<file path="config.mk">
export PLATFORM = sky130hd
export DESIGN_NAME = sys_reg_node
export DESIGN_NICKNAME = d
export VERILOG_FILES = /design/src/rtl/sys_reg_node.sv
export SDC_FILE = /design/constraint.sdc
export NUM_CORES = 1
export LEC_CHECK = 0
export ABC_AREA = 0
export CORE_MARGIN = 2
export CORE_UTILIZATION = 33
export DETAILED_ROUTE_END_ITERATION = 12
export MAX_ROUTING_LAYER = met4
export PLACE_DENSITY_LB_ADDON = 0.15
export SLEW_MARGIN = 20
export SYNTH_ARGS = -nofsm -noshare
export SYNTH_HDL_FRONTEND = slang
export SYNTH_SLANG_ARGS = --single-unit
</file>
<file path="constraint.sdc">
create_clock -name clk -period 7.8 [get_ports clk]
set_input_delay 1.56 -clock clk [delete_from_list [all_inputs] [get_ports clk]]
set_output_delay 1.56 -clock clk [all_outputs]
set_load 0.05 [all_outputs]
</file>
<file path="src/rtl/sys_reg_node.sv">
// System register node on the star: ID, free-running CYCLE counter, CTRL, sticky STATUS
// and four privilege-gated SCRATCH registers, each access answered exactly one cycle later.
module sys_reg_node #(
  parameter logic [63:0] ID_VALUE       = 64'h0000_0000_0000_0000,
  parameter logic [1:0]  SCRATCH_PLEVEL = 2'd2
) (
  input  logic        clk,
  input  logic        rst,
  input  logic        rd_en,
  input  logic [2:0]  rd_regnum,
  input  logic [1:0]  rd_plevel,
  output logic        rd_valid,
  output logic [63:0] rd_val,
  output logic        rd_fault,
  input  logic        wr_en,
  input  logic [2:0]  wr_regnum,
  input  logic [1:0]  wr_plevel,
  input  logic [63:0] wr_val,
  output logic        wr_ack,
  output logic        wr_fault,
  output logic [63:0] ctrl_out
);

  localparam logic [2:0] REG_ID     = 3'd0;
  localparam logic [2:0] REG_CYCLE  = 3'd1;
  localparam logic [2:0] REG_CTRL   = 3'd2;
  localparam logic [2:0] REG_STATUS = 3'd3;
  localparam logic [1:0] PLEVEL_MAX = 2'd3;

  logic [63:0] cycle_q;
  logic [63:0] ctrl_q;
  logic [1:0]  status_q;
  logic [63:0] scratch_q [4];

  logic        rd_allowed;
  logic        wr_allowed;
  logic        wr_go;
  logic [63:0] rd_data;
  logic [63:0] cycle_next;
  logic [1:0]  status_set;
  logic [1:0]  status_clr;
  logic [1:0]  status_next;

  assign rd_allowed = ~rd_regnum[2] | (rd_plevel >= SCRATCH_PLEVEL);

  always_comb begin
    wr_allowed = 1'b0;
    if (wr_regnum == REG_ID)
      wr_allowed = 1'b0;
    else if (!wr_regnum[2])
      wr_allowed = (wr_plevel == PLEVEL_MAX);
    else
      wr_allowed = (wr_plevel >= SCRATCH_PLEVEL);
  end

  assign wr_go = wr_en & wr_allowed;

  // Read mux sees only pre-edge state, so a same-cycle write is never forwarded.
  always_comb begin
    rd_data = '0;
    case (rd_regnum)
      REG_ID:     rd_data = ID_VALUE;
      REG_CYCLE:  rd_data = cycle_q;
      REG_CTRL:   rd_data = ctrl_q;
      REG_STATUS: rd_data = {62'd0, status_q};
      default:    rd_data = scratch_q[rd_regnum[1:0]];
    endcase
  end

  always_comb begin
    cycle_next = cycle_q;
    if (wr_go && wr_regnum == REG_CYCLE)
      cycle_next = wr_val;
    else if (ctrl_q[0])
      cycle_next = cycle_q + 64'd1;
  end

  // Set wins over write-1-to-clear when both hit the same bit in one cycle.
  always_comb begin
    status_set  = {wr_en & ~wr_allowed, rd_en & ~rd_allowed};
    status_clr  = (wr_go && wr_regnum == REG_STATUS) ? wr_val[1:0] : 2'b00;
    status_next = (status_q & ~status_clr) | status_set;
  end

  always_ff @(posedge clk) begin
    if (rst) begin
      rd_valid <= 1'b0;
      rd_val   <= '0;
      rd_fault <= 1'b0;
      wr_ack   <= 1'b0;
      wr_fault <= 1'b0;
      cycle_q  <= '0;
      ctrl_q   <= 64'h1;
      status_q <= 2'b00;
      for (int i = 0; i < 4; i++)
        scratch_q[i] <= '0;
    end else begin
      rd_valid <= rd_en;
      rd_fault <= rd_en & ~rd_allowed;
      rd_val   <= (rd_en && rd_allowed) ? rd_data : '0;
      wr_ack   <= wr_en;
      wr_fault <= wr_en & ~wr_allowed;
      cycle_q  <= cycle_next;
      status_q <= status_next;
      if (wr_go && wr_regnum == REG_CTRL)
        ctrl_q <= wr_val;
      if (wr_go && wr_regnum[2])
        scratch_q[wr_regnum[1:0]] <= wr_val;
    end
  end

  assign ctrl_out = ctrl_q;

endmodule
</file>
==> metrics.csv <==
metric,value,unit
status,finished clean,
Critical Path RT,8250,ps
mapped cell area,19600,µm²
cts hold-fix bufs,0,
Setup Viol. Count Final,0,
share of post-route cells with drive strength above 1,10.3,%
share of total power in the clock network,42.7,%
"Primary FF master, synth",edfxtp_1,
syn_area_per_cell,11.8,µm²
most frequent cells in the layout,"and2_1, edfxtp_1, clkdlybuf4s50_1",
Synth area leader,edfxtp_1,
Die Ht,248,µm
CP arrival,4430,ps
switching share of power,23.4,%
initial antenna violation count,3,
Worst-path clk slew,60,ps
max cap viols,0,
Pre-Repair DR Iteration Count,5,
largest net degree at the start of global routing,78,
design area,24000,µm²
via/cell ratio,5.20,
filler cell count,5566,
Worst R2R Setup Slack,4510,ps
worst setup path class,in2reg,
Buffers on Ports,208,
wire length of the first global-routing pass,92000,µm
Placer Congestion,0.809,
# IOs,210,
PostCTS Resize Cnt,0,
final count of pins violating max slew,0,
Sw Pwr,0.00127,W
ys async rst share,0,%
RSZ-0062 raised after global routing,false,
Int Power,0.00414,W
Post-CTS Setup Inserts,0,
worst slew pin tran,1100,ps
Layout Nets,1912,
CP Max Fanout,36,
Final TNS setup,0,ps
PwrDens,225,nW/µm²
synth unique cells,53,
DPL Wire Length,37500,µm
DR DRC count,0,
initial DRC count,1075,
H-tree lvl count,2,
Post-Syn Instances,1671,
Sequential Power Share,49.4,%
Max VDD drop,0.149,mV
number of global-route vias before repair,14169,
"Cell Area, Placed",22400,µm²
CP endpoint kind,flop,
Syn-to-layout area delta,22.4,%
Tmin final,3980,ps
CTS root buf,clkbuf_16,
via count,13783,
clock sinks,454,
Starting Density,33.3,%
wire length after detailed routing,61900,µm
register area share after synthesis,59.3,%
clock latency on the worst-skew pair,600,ps
Tot Pwr,0.00540,W
Slew headroom,26.5,%
Yosys reg bits,454,
clk_skew,20.8,ps
yosys warns,0,
crit start category,input pin,
"EDFF count, synth",256,
CTS tree,built,
Combinational Power Share,7.9,%
TritonCTS Buffers,50,
Core Area,58900,µm²
"commonest non-fill, non-tap cell in the layout",and2_1,
total grt overflow,0,
clock buffer depth,3,
Final Hold Vio Count,0,
Worst Slack Setup Final,3820,ps
Leak Pwr,8.00,nW
Placement Rows,89,
All-Layer GR Usage,20.8,%
Die ar.,61500,µm²
Die Wd,248,µm
"worst slack, placed",3160,ps
Syn Nets,1750,
post-synth top area share,39.1,%
DR WL/cell,23.4,µm
synth top area cells,"edfxtp_1, dfxtp_1, and2_1, mux4_2, nand2_1",
Final ANT Viol Nets,0,
fin crit share,51.1,%
Max Freq,251,MHz
Hold Path Class,reg2reg,
## power by group through the flow
stage,clock [W],combinational (W),sequential (W)
6_report,0.00231,0.000429,0.00267
5_1_grt,0.00245,0.000457,0.00268
4_1_cts,0.00236,0.000434,0.00267
3_5_place_dp,0,0.000432,0.00272
3_3_place_gp,0,0.000431,0.00272
2_1_floorplan,0,0.000191,0.00277
## area by class of cell
class                      count  area, µm²  area share (%)
inverter                       5       18.8          0.0781
clock inverter                12        111           0.463
multi-input combinational   1089       7540            31.4
tap                          773        967            4.02
timing repair buffer         233       2270            9.46
clock buffer                  82       1470            6.10
antenna                        1       2.50          0.0104
sequential                   454      11700            48.5
## sequential cells by signal, indices dropped and copies added, names as in the netlist
name	cells
ctrl_out	64
cycle_q	64
rd_fault	1
rd_val	64
rd_valid	1
scratch_q	256
status_q	2
wr_ack	1
wr_fault	1
## path summary, 6_finish.rpt
path | startpoint | to | cells past startpoint
worst max register to register | ctrl_out[0] | cycle_q[57] | 6
worst min-delay path | ctrl_out[58] | ctrl_out[58] | 2
worst max-delay path | wr_regnum[2] | scratch_q[1][29] | 6
worst min register to register | ctrl_out[58] | ctrl_out[58] | 2
## cells in the mapped netlist (2+ instances only)
library cell	count
a211oi_1	51
a211oi_2	2
a21oi_1	63
a221oi_1	64
a311oi_1	11
a31o_2	2
and2_1	262
and3_1	11
and3_2	2
and4_1	10
buf_1	8
buf_2	9
buf_4	3
buf_6	5
clkbuf_1	96
dfxtp_1	198
edfxtp_1	256
inv_1	5
mux2_2	2
mux2i_1	2
mux4_2	64
nand2_1	151
nand2b_1	3
nand3_1	32
nand4_1	25
nand4_2	2
nor2_1	141
nor2b_1	4
nor3_1	77
nor4_1	6
nor4_2	2
nor4_4	2
nor4b_1	2
o21ai_0	16
or2_1	3
or3_1	12
or4_4	2
xnor2_1	19
xor2_1	32
## routing by layer
metal	wire [µm]	track usage, %	part of all wire, %
met2	29800	33.6	48
met5	0	-	0
met3	2460	2.25	4.0
met4	1340	5.90	2.2
met1	28300	27.6	46
## through the flow
| step | hold slack, ps | utilization, % | std cells |
|---|---|---|---|
| 6_report | 472 | 40.8 | 2649 |
| 3_5_place_dp | 462 | 38.1 | 2553 |
| 2_1_floorplan | 454 | - | 1671 |
| 4_1_cts | 470 | 40.8 | 2647 |
| 5_1_grt | 494 | 40.8 | 2649 |
| 3_3_place_gp | 459 | 38.1 | 2553 |
## worst max-delay path: stages
cell,delay [ps]
clkdlybuf4s50_1,490
nand3_1,460
nand2b_1,440
nor2_4,710
buf_4,550
and2_1,200
## cells by family (layout without fill, tap and decap cells)
logic type,count (synthesis),in the layout,synth area share [%]
XOR/XNOR,51,51,2.27
other,0,1,0
buffers and inverters,128,332,2.83
flip-flops,454,454,59.3
AND/OR/NAND/NOR,756,756,20.3
adder cells (fa/ha/maj),1,1,0.0637
multiplexers,68,68,7.56
AO/OA/AOI/OAI,213,213,7.66
Note: power is estimated with default switching activity, not from simulation.
==> variant 1, RTL diff (config.mk and constraints unchanged) <==
Reset style: asynchronous (`rst`), changed in one clocked block.
--- a/src/rtl/sys_reg_node.sv
+++ b/src/rtl/sys_reg_node.sv
@@ -83,5 +83,5 @@
   end
 
-  always_ff @(posedge clk) begin
+  always_ff @(posedge clk or posedge rst) begin
     if (rst) begin
       rd_valid <= 1'b0;
Function: differs if rst is asserted again (counterexample within 4 cycles, from zero or initial values and one cycle with rst high); with rst held inactive, the same outputs for 4 cycles.
==> variant 1 against the original RTL <==
  * Utilization increased by 0.57 points
  * Setup slack got worse by 160 ps
  * Sequential cell count unchanged
  * Final area increased by 4.3%
  * Global-route usage decreased by 1.3 points
  * Non-clock buffer count unchanged
  * Routed wire length decreased by 4.8%
  * Synthesized cell count decreased by 8.7%
  * Critical endpoint is now rd_val[61]
  * Count of clock-buffer cells in the layout decreased by 1
  * Area after synthesis increased by 3.2%
Power is not compared: it rests on default switching activity, and its combinational part moved more than twofold at a synthesized area within 25%.
==> variant 1: results (changes against the original RTL) <==
status: "completed"  # unchanged
grt_pass1_vias: 14420  # was 14170
synthAdderAreaFrac: 0.0006171  # was 0.0006371
met2_length_um: 27500  # was 29810 um
fin_worst_skew_ps: 16.35  # was 20.76 ps
grt_max_degree: 185  # was 78
n_fill_cell: 5683  # was 5566
r2r_slack_ps: 4160  # was 4510 ps
inverters: 6  # was 5
place.gp.congestion: 0.7568  # was 0.8088
synth.mux.area_fraction: 0.2504  # was 0.07557
use_met2: 0.2976  # was 0.3360
register_area_um2: 11360  # was 11650 um^2
regToRegStartpoint: "cycle_q[0]"  # was ctrl_out[0]
antenna_found_initial: 1  # was 3
seq_area_frac_synth: 0.5604  # was 0.5933
synth_compound_area_frac: 0.05400  # was 0.07665
tightest_slew_ps: 1161  # was 1100 ps
multi_input_area_um2: 8546  # was 7545 um^2
clkCellAreaFrac: 0.07259  # was 0.06559
grt.total_usage: 0.1942  # was 0.2076
place_inst: 2434  # was 2553
critPathMaxFanout: 33  # was 36
reg2reg_depth: 6  # unchanged
wl_per_cell_um: 23.25  # was 23.37 um
numCtsBuffers: 52  # was 50
met3WireLength_um: 2400  # was 2462 um
r2r-end: "cycle_q[48]"  # was cycle_q[57]
netlist_top_cells_area: "dfrtp_1, mux2_2, mux4_2"  # was edfxtp_1, dfxtp_1, and2_1
synth_nets: 1604  # was 1750
crit_arrival_ps: 4590  # was 4430 ps
postSynth.asyncResetShare: 1.000  # was 0
wl_met1_um: 27850  # was 28290 um
synth_xor_area_frac: 0.01771  # was 0.02275
hold_depth: 1  # was 2
fin_nets: 1788  # was 1912
dp_hpwl_um: 37640  # was 37510 um
diodes: 0  # was 1
layoutNonFillerInstCount: 2533  # was 2649
use_met1: 0.2722  # was 0.2762
grt_pass1_wl_um: 91510  # was 91990 um
layout.clock_buffers: 81  # was 82
crit_end: "rd_val[61]"  # was scratch_q[1][29]
slowest_stage: "nor2b_4"  # was nor2_4
layout-drive-gt1-share: 0.3010  # was 0.1035
ys_top_cells_by_count: "dfrtp_1, mux2_2, nor2_1"  # was and2_1, edfxtp_1, dfxtp_1
drtIter0Drc: 801  # was 1075
synth.distinct_cells: 55  # was 53
syn_area_per_cell_um2: 13.30  # was 11.75 um^2
use_met3: 0.02992  # was 0.02249
startpoint: "rd_regnum[0]"  # was wr_regnum[2]
crit_family: "buffers and inverters"  # was simple AND/OR/NAND/NOR gates
-- variant 1: cell count changes after synthesis, moves of 86 or more --
cell,change
edfxtp_1,-256
dfxtp_1,-198
and2_1,-259
mux2_2,+320
dfrtp_1,+453
nand2_1,-86
-- variant 1: how the worst min path moves through the flow --
stage | slack (ps) | start | to
after detailed placement | 460 | status_q[0] | status_q[0]
final | 470 | status_q[0] | status_q[0]
after floorplan | 440 | status_q[1] | status_q[1]
after global routing | 510 | scratch_q[78] | scratch_q[78]
after CTS | 480 | status_q[0] | status_q[0]
after global placement | 460 | status_q[0] | status_q[0]
-- variant 1: stage by stage --
stage / hold WS [ps] / instance area (um^2) / worst slack [ps] / utilization
after global routing: 507.6 / 25060 / 3508 / 0.4137
after global placement: 458.4 / 23170 / 3078 / 0.3825
after floorplan: 443.6 / 20280 / 99.75 / -
final: 474.3 / 25060 / 3655 / 0.4137
after detailed placement: 463.3 / 23170 / 3013 / 0.3825
after CTS: 476.4 / 24990 / 3648 / 0.4126
==> variant 2, RTL diff (same settings) <==
Made on the original files. Put one more register stage on the output `wr_fault`, with the module's reset. The value now appears one clock later. The other outputs are not delayed to match.
--- a/src/rtl/sys_reg_node.sv
+++ b/src/rtl/sys_reg_node.sv
@@ -27,4 +27,6 @@
   localparam logic [2:0] REG_STATUS = 3'd3;
   localparam logic [1:0] PLEVEL_MAX = 2'd3;
+
+  logic wr_fault_s0;
 
   logic [63:0] cycle_q;
@@ -89,5 +91,5 @@
       rd_fault <= 1'b0;
       wr_ack   <= 1'b0;
-      wr_fault <= 1'b0;
+      wr_fault_s0 <= 1'b0;
       cycle_q  <= '0;
       ctrl_q   <= 64'h1;
@@ -100,5 +102,5 @@
       rd_val   <= (rd_en && rd_allowed) ? rd_data : '0;
       wr_ack   <= wr_en;
-      wr_fault <= wr_en & ~wr_allowed;
+      wr_fault_s0 <= wr_en & ~wr_allowed;
       cycle_q  <= cycle_next;
       status_q <= status_next;
@@ -112,3 +114,11 @@
   assign ctrl_out = ctrl_q;
 
+  always_ff @(posedge clk) begin
+    if (rst) begin
+      wr_fault <= '0;
+    end else begin
+      wr_fault <= wr_fault_s0;
+    end
+  end
+
 endmodule
Behaviour: not the same (Yosys sat finds a counterexample within 4 cycles, from zero or initial values and one cycle with rst high).
==> variant 2 against the original RTL <==
  * Die area is 0.73% lower
  * Area after synthesis shrank 0.75%
  * Critical path depth did not move
  * Routed wire length is 1.0% higher
  * Power is 0.31% higher
  * Sequential cell count up 1
  * Setup slack worse by 54 ps
  * Final area fell by 0.23%
==> variant 2: results (changes against the original RTL) <==
crit_arrival_ps: 4490  # was 4430 ps
layout-drive-gt1-share: 0.1013  # was 0.1035
place_inst: 2556  # was 2553
status: "completed"  # unchanged
grt_pass1_wl_um: 92340  # was 91990 um
netlist_top_cells_area: "edfxtp_1, dfxtp_1, and2_1"  # unchanged
fin_worst_skew_ps: 13.24  # was 20.76 ps
p_switching_mw: 1.278  # was 1.267 mW
slew_headroom: 0.2671  # was 0.2650
met2_length_um: 30240  # was 29810 um
grt_pass1_vias: 13930  # was 14170
dp_hpwl_um: 37700  # was 37510 um
p_leak_nw: 7.985  # was 8.003 nW
ys_top_cells_by_count: "and2_1, edfxtp_1, dfxtp_1"  # unchanged
synth_nets: 1745  # was 1750
dp_slack_ps: 3211  # was 3162 ps
regMostFlops: "scratch_q"  # unchanged
synth.distinct_cells: 46  # was 53
ir_drop_mv: 0.1570  # was 0.1493 mV
seq_area_frac_synth: 0.5988  # was 0.5933
n_fill_cell: 5535  # was 5566
dr.pass1.iters: 5  # unchanged
diodes: 0  # was 1
fin_nets: 1915  # was 1912
wl_per_cell_um: 23.61  # was 23.37 um
drtIter0Drc: 1151  # was 1075
wl_um: 62540  # was 61900 um
met3WireLength_um: 2918  # was 2462 um
place.gp.congestion: 0.8254  # was 0.8088
viasPerCell: 5.215  # was 5.203
wl_met1_um: 28020  # was 28290 um
numCtsBuffers: 51  # was 50
placed_area_um2: 22400  # was 22430 um^2
variant 2: power groups by stage:
stage | logic, mW | registers [mW] | clock network [mW]
2_1_floorplan | 0.192 | 2.78 | 0
5_1_grt | 0.454 | 2.69 | 2.47
3_5_place_dp | 0.430 | 2.73 | 0
6_report | 0.425 | 2.68 | 2.32
3_3_place_gp | 0.428 | 2.72 | 0
4_1_cts | 0.432 | 2.68 | 2.37
variant 2: logic make-up after synthesis:
kind of cell | count (synthesis) | synth area share
simple gates | 755 | 0.1998
flops | 455 | 0.5988
compound gates | 204 | 0.07414
buf+inv | 126 | 0.02497
mux | 67 | 0.07562
xor+xnor | 58 | 0.02606
fa+ha+maj | 1 | 0.0006418
variant 2: worst paths after layout:
path	from	to	slack (ps)	cells past startpoint
setup / recovery	wr_plevel[1]	scratch_q[1][25]	3760	6
hold / removal	wr_fault_s0	wr_fault	440	1
setup reg to reg	ctrl_out[0]	cycle_q[57]	4380	6
hold reg to reg	wr_fault_s0	wr_fault	440	1
variant 2: layout make-up:
| class | instances | area [um^2] | area share |
|---|---|---|---|
| sequential | 455 | 11670 | 0.4867 |
| multi-input combinational | 1085 | 7456 | 0.3109 |
| timing repair buffer | 236 | 2277 | 0.09496 |
| clock buffer | 89 | 1563 | 0.06517 |
| tap | 773 | 967.2 | 0.04033 |
| inverter | 7 | 26.28 | 0.001096 |
| clock inverter | 4 | 20.02 | 0.0008348 |
variant 2: worst max-delay path: stages:
cell             delay, ps
clkdlybuf4s50_1        500
nand3_1                450
nand2b_1               450
nor2_4                 690
buf_4                  590
and2_1                 200
variant 2: layer usage:
layer,global-route usage,up-vias
met3,0.02377,85
li1,-,6395
met2,0.3417,422
met1,0.2813,6913
met5,-,-
met4,0.05687,0
